$ cat src/rtl/ceyloniac_register_file_if.sv
// Bundle of the register file's read, write and status signals.
// The master modport belongs to the core's datapath and the slave modport belongs to the register file.
interface ceyloniac_register_file_if #(
  parameter int RAM_DATA_WIDTH = 32,
  parameter int REG_ADDR_WIDTH = 5
);
  logic [REG_ADDR_WIDTH-1:0] read_reg1;
  logic [REG_ADDR_WIDTH-1:0] read_reg2;
  logic [RAM_DATA_WIDTH-1:0] read_data1;
  logic [RAM_DATA_WIDTH-1:0] read_data2;
  logic                      reg_write;
  logic [REG_ADDR_WIDTH-1:0] write_reg;
  logic [RAM_DATA_WIDTH-1:0] write_data;
  logic                      rf_ready;
  logic                      write_dropped;

  modport master (
    output read_reg1, read_reg2, reg_write, write_reg, write_data,
    input  read_data1, read_data2, rf_ready, write_dropped
  );

  modport slave (
    input  read_reg1, read_reg2, reg_write, write_reg, write_data,
    output read_data1, read_data2, rf_ready, write_dropped
  );
endinterface

$ cat src/rtl/ceyloniac_register_file.sv
// General-purpose register file: two combinational read ports and one write port with write-first bypass.
// After reset, a sweep clears the array one entry per cycle so that the storage needs no per-entry reset.
module ceyloniac_register_file #(
  parameter int RAM_DATA_WIDTH = 32,
  parameter int REG_ADDR_WIDTH = 5
) (
  input  logic                       clk,
  input  logic                       reset,
  ceyloniac_register_file_if.slave   bus
);

  localparam int NUM_REGS = 2 ** REG_ADDR_WIDTH;
  localparam logic [REG_ADDR_WIDTH-1:0] LAST_IDX = REG_ADDR_WIDTH'(NUM_REGS - 1);

  typedef enum logic {
    CLEAR = 1'b0,
    READY = 1'b1
  } state_t;

  state_t                    state_q, state_d;
  logic [REG_ADDR_WIDTH-1:0] init_cnt_q, init_cnt_d;
  logic                      rf_ready_q, rf_ready_d;
  logic                      write_dropped_q, write_dropped_d;

  logic [RAM_DATA_WIDTH-1:0] mem [NUM_REGS];

  logic                      mem_we;
  logic [REG_ADDR_WIDTH-1:0] mem_waddr;
  logic [RAM_DATA_WIDTH-1:0] mem_wdata;

  // The register-0 test, the bypass and the gating by the ready flag are shared by both read ports.
  function automatic logic [RAM_DATA_WIDTH-1:0] read_port(
    input logic                      ready,
    input logic [REG_ADDR_WIDTH-1:0] addr,
    input logic                      wr_en,
    input logic [REG_ADDR_WIDTH-1:0] wr_addr,
    input logic [RAM_DATA_WIDTH-1:0] wr_data,
    input logic [RAM_DATA_WIDTH-1:0] stored
  );
    logic [RAM_DATA_WIDTH-1:0] result;
    result = '0;
    if (ready && (addr != '0)) begin
      if (wr_en && (wr_addr == addr)) begin
        result = wr_data;
      end else begin
        result = stored;
      end
    end
    return result;
  endfunction

  always_comb begin
    state_d         = state_q;
    init_cnt_d      = init_cnt_q;
    rf_ready_d      = rf_ready_q;
    write_dropped_d = 1'b0;
    case (state_q)
      CLEAR: begin
        init_cnt_d      = init_cnt_q + REG_ADDR_WIDTH'(1);
        write_dropped_d = bus.reg_write;
        if (init_cnt_q == LAST_IDX) begin
          state_d    = READY;
          rf_ready_d = 1'b1;
        end
      end
      READY: begin
        rf_ready_d = 1'b1;
      end
      default: begin
        state_d    = CLEAR;
        init_cnt_d = '0;
        rf_ready_d = 1'b0;
      end
    endcase
  end

  always_ff @(posedge clk or negedge reset) begin
    if (!reset) begin
      state_q         <= CLEAR;
      init_cnt_q      <= '0;
      rf_ready_q      <= 1'b0;
      write_dropped_q <= 1'b0;
    end else begin
      state_q         <= state_d;
      init_cnt_q      <= init_cnt_d;
      rf_ready_q      <= rf_ready_d;
      write_dropped_q <= write_dropped_d;
    end
  end

  // The sweep owns the array write port until READY; after that only non-zero write-back targets update the array.
  always_comb begin
    mem_we    = 1'b0;
    mem_waddr = bus.write_reg;
    mem_wdata = bus.write_data;
    if (state_q == CLEAR) begin
      mem_we    = 1'b1;
      mem_waddr = init_cnt_q;
      mem_wdata = '0;
    end else if (bus.reg_write && (bus.write_reg != '0)) begin
      mem_we = 1'b1;
    end
  end

  always_ff @(posedge clk) begin
    if (mem_we) begin
      mem[mem_waddr] <= mem_wdata;
    end
  end

  assign bus.read_data1 = read_port(rf_ready_q, bus.read_reg1, bus.reg_write, bus.write_reg,
                                    bus.write_data, mem[bus.read_reg1]);
  assign bus.read_data2 = read_port(rf_ready_q, bus.read_reg2, bus.reg_write, bus.write_reg,
                                    bus.write_data, mem[bus.read_reg2]);
  assign bus.rf_ready      = rf_ready_q;
  assign bus.write_dropped = write_dropped_q;

endmodule

$ cat src/flat_wrapper.sv
// flat-port wrapper written by rule: the top's interface ports become plain ports
module ceyloniac_register_file_flat 
#(
  parameter int RAM_DATA_WIDTH = 32,
  parameter int REG_ADDR_WIDTH = 5
)
  (clk, reset, bus_read_reg1, bus_read_reg2, bus_reg_write, bus_write_reg, bus_write_data, bus_read_data1, bus_read_data2, bus_rf_ready, bus_write_dropped);
  ceyloniac_register_file_if #(.RAM_DATA_WIDTH(RAM_DATA_WIDTH), .REG_ADDR_WIDTH(REG_ADDR_WIDTH)) bus_i ();
  input  logic clk;
  input  logic reset;
  input wire logic [$bits(bus_i.read_reg1)-1:0] bus_read_reg1;
  input wire logic [$bits(bus_i.read_reg2)-1:0] bus_read_reg2;
  input wire logic [$bits(bus_i.reg_write)-1:0] bus_reg_write;
  input wire logic [$bits(bus_i.write_reg)-1:0] bus_write_reg;
  input wire logic [$bits(bus_i.write_data)-1:0] bus_write_data;
  output wire logic [$bits(bus_i.read_data1)-1:0] bus_read_data1;
  output wire logic [$bits(bus_i.read_data2)-1:0] bus_read_data2;
  output wire logic [$bits(bus_i.rf_ready)-1:0] bus_rf_ready;
  output wire logic [$bits(bus_i.write_dropped)-1:0] bus_write_dropped;
  assign bus_i.read_reg1 = bus_read_reg1;
  assign bus_i.read_reg2 = bus_read_reg2;
  assign bus_i.reg_write = bus_reg_write;
  assign bus_i.write_reg = bus_write_reg;
  assign bus_i.write_data = bus_write_data;
  assign bus_read_data1 = bus_i.read_data1;
  assign bus_read_data2 = bus_i.read_data2;
  assign bus_rf_ready = bus_i.rf_ready;
  assign bus_write_dropped = bus_i.write_dropped;
  ceyloniac_register_file #(.RAM_DATA_WIDTH(RAM_DATA_WIDTH), .REG_ADDR_WIDTH(REG_ADDR_WIDTH)) u_core (.clk(clk), .reset(reset), .bus(bus_i));
endmodule
$ cat config.mk
export PLATFORM = sky130hd
export DESIGN_NAME = ceyloniac_register_file_flat
export DESIGN_NICKNAME = d
export VERILOG_FILES = /design/src/rtl/ceyloniac_register_file_if.sv /design/src/rtl/ceyloniac_register_file.sv /design/src/flat_wrapper.sv
export SDC_FILE = /design/constraint.sdc
export NUM_CORES = 1
export LEC_CHECK = 0
export CORE_MARGIN = 8
export CORE_UTILIZATION = 30
export DETAILED_ROUTE_END_ITERATION = 8
export DONT_BUFFER_PORTS = 1
export GPL_TIMING_DRIVEN = 0
export MAX_ROUTING_LAYER = met4
export PLACE_DENSITY = 0.56
export RECOVER_POWER = 100
export SYNTH_ARGS = -nofsm -noshare
export SYNTH_HDL_FRONTEND = slang
export SYNTH_SLANG_ARGS = --single-unit
$ cat constraint.sdc
create_clock -name clk -period 4.1 [get_ports clk]
set_input_delay 0.41 -clock clk [delete_from_list [all_inputs] [get_ports clk]]
set_output_delay 0.41 -clock clk [all_outputs]
set_load 0.05 [all_outputs]
==> flow_summary_export.csv <==
group,metric,value,unit
synth,avgSynthCellArea,18.30,sq um
clocking,clock_latency,0.72,ns
global_route,grt_start_max_net_pins,33,
route,vias_per_cell,6.203,
sta,fin_crit,4.207,ns
clocking,cts_max_level,3,
route,vias,31509,
sta,post-route-period-util,1.026,
setup_path,cp.required,3.69,ns
sta,worst_slack,-0.1065,ns
clocking,cts-root-buf,"clkbuf_16",
sta,slew_headroom,-0.7441,
route,wl_per_cell,39.55,um
clocking,ctsLongestPathBuffers,3,
setup_path,slowest_stage,"a22o_1",
cells_and_area,final_util,0.3427,
global_route,first_global_vias,30649,
sta,drv_slew,796,
clocking,clk_pin_slew,0.06,ns
clocking,numCtsBuffers,106,
global_route,grt_pass1_wl,266.7,mm
synth,mappedNetlistArea,48680,sq um
setup_path,crit_type,"in -> out",
sta,final-hold-violation-count,0,
synth,yosysUniqueCellTypes,50,
sta,rsz0062_at_grt,"false",
flow_run,cap_violations,37,
setup_path,critPathLaunchType,"input pin",
sta,fin_tns_setup,-0.8345,ns
power_and_ir_drop,finalPower,24110,uW
sta,finalSetupViolations,18,
route,drt_first_iter_violations,5308,
global_route,grt_overflow_total,0,
setup_path,cpMostUsedCell,"buf_6",
synth,ys_ff_latch,1032,
setup_path,critPathTopFamily,"compound AO/OA/AOI/OAI gates",
cells_and_area,synthToLayoutAreaGrowth,14.06,%
power_and_ir_drop,p_leak,0.01759,uW
status,violations,"capacitance limit, slew limit, setup timing",
floorplanning,pin_count,116,
cells_and_area,final_nets,2859,
synth,synth_enable_flop_cells,1024,
sta,fmax,237.7,MHz
floorplanning,die_area,175400,sq um
sta,worstMarginPinSlew,2.607,ns
floorplanning,core_region_area,162000,sq um
synth,synth_cells,2660,
placement,gp_congestion,0.9492,
floorplanning,dieWidth,418.8,um
setup_path,critPathCaptureType,"primary output",
placement,hpwlAfterDp,136.8,mm
power_and_ir_drop,peakVddDrop,0.0003250,V
cells_and_area,drive_above_1_share,0.2664,
setup_path,cp.arrival,3.80,ns
setup_path,cp_max_fo,10,
global_route,track_usage,0.2273,
floorplanning,fp-row-count,148,
route,final_antenna_net_count,0,
setup_path,crit_buf_inv,4,
placement,portBuffers,0,
route,drc,0,
route,first_pass_iters,5,
synth,yosysSeqAreaShare,0.6357,
sta,clock_skew,0.03411,ns
global_route,antenna_found_initial,11,
floorplanning,start_util,0.3005,
setup_path,cp_cell_sequence,"buf_6 -> buf_6 -> buf_2 -> nand3b_1 -> clkbuf_2 -> o22ai_1 -> a211oi_1 -> a21oi_1 -> a22o_1",
clocking,cts_tree,"yes",
synth,yosys_warnings,0,
route,routed_wl,200.9,mm
synth,async_flop_share,0.007752,
placement,placed_cell_area,52430,sq um
setup_path,cpPeakStageDelay,0.56,ns
cells_and_area,final_area,55530,sq um
synth,synth_flop_cell,"edfxtp_1",
floorplanning,fp.dieH,418.8,um
clocking,cts_num_sinks,1032,
hold_path,hp-class,"in -> async",
sta,whs,0.04946,ns
power_and_ir_drop,p_per_area,434.2,nW/um^2
status,status,"complete, but fails checks",
clocking,post_cts_buffers,0,
synth,syn_nets,2712,
timing repair:
item / 4_1_cts / 5_1_grt
hold buffers: 2 / 0
resized for setup: 29 / 18
gates cloned: 0 / 0
endpoints found under the setup margin: 63 / 13
hold endpoints to repair: 9 / 0
cell families after synthesis:
kind of cell,count (synthesis),share of synthesized area
flops,1032,0.6357
xor+xnor,13,0.002339
mux,642,0.2320
fa+ha+maj,2,0.0005139
buf+inv,231,0.02496
simple gates,259,0.02614
compound gates,481,0.07829
cells in the mapped netlist (all sizes together) (4+ instances only):
cell type,instances,area share
a21oi,74,0.0076
or3,4,0.00051
nand3,38,0.0039
inv,5,0.00039
nor2,74,0.0058
mux2i,251,0.052
a22oi,65,0.010
edfxtp,1024,0.63
mux4,388,0.18
xnor2,13,0.0023
nor3,6,0.00072
dfrtp,8,0.0041
o21bai,32,0.0049
a221oi,64,0.012
nor2b,40,0.0051
o22ai,42,0.0054
and2,34,0.0044
o221ai,19,0.0034
a211oi,26,0.0040
buf,133,0.017
a22o,62,0.011
nand2,50,0.0039
clkbuf,93,0.0072
a2111oi,24,0.0065
a221o,31,0.0064
o311ai,30,0.0054
state kept, by name (all words and copies together), names as in the netlist:
register                  count
u_core.bus.rf_ready           1
u_core.init_cnt_q             5
u_core.bus.write_dropped      1
u_core.mem                 1024
u_core.state_q                1
metrics by stage:
| stage | setup WS, ns | cells |
|---|---|---|
| after detailed placement | -0.7668 | 4873 |
| final | -0.1065 | 5080 |
| after floorplan | 0.7626 | 2660 |
| after global placement | -2.070 | 4835 |
| after global routing | 0.007492 | 5080 |
| after CTS | 0.001716 | 5065 |
cells in the final DEF, fill, tap and decap left out, drive strengths merged, types with 42 or more instances in the layout:
master	instances
a21oi	74
buf	144
mux2i	251
mux4	388
a22oi	65
a221oi	64
o22ai	42
a22o	62
nand2	50
clkinv	44
edfxtp	1024
clkbuf	245
nor2	74
power by group:
part / internal (uW) / switching [uW] / leakage (uW) / total, uW
sequential: 11600 / 5.49 / 0.00933 / 11600
combinational: 733 / 1910 / 0.00660 / 2650
clock: 5560 / 4260 / 0.00166 / 9820
total: 17900 / 6170 / 0.0176 / 24100
path summary, 6_finish.rpt:
kind,start,endpoint,slack (ns),cells past startpoint
min in group clk,bus_reg_write,u_core.bus.write_dropped,0.38,2
hold reg to reg,u_core.init_cnt_q[3],u_core.init_cnt_q[3],0.53,1
setup / recovery,bus_read_reg1[1],bus_read_data1[26],-0.11,9
max in group asynchronous,reset,u_core.init_cnt_q[3],3.78,1
setup reg to reg,u_core.state_q,u_core.mem[28][25],0.02,8
hold / removal,reset,u_core.bus.rf_ready,0.05,1
final cells by class:
class                      count  area (sq um)
fill                       15223        106500
tap                         2175          2721
clock inverter                63         620.6
buffer                       225          1235
multi-input combinational   1397         16580
timing repair buffer          40         578.1
antenna                       15         37.54
inverter                       5         18.77
sequential                  1032         30950
clock buffer                 128          2788
routing by layer:
| layer | vias up | wire length (um) | track usage |
|---|---|---|---|
| li1 | 11788 | - | - |
| met1 | 16661 | 71170 | 0.2710 |
| met2 | 2522 | 94680 | 0.3554 |
| met3 | 538 | 23030 | 0.05813 |
| met4 | 0 | 12050 | 0.1210 |
| met5 | - | 0 | - |
Power figures use the tool's default switching activity.
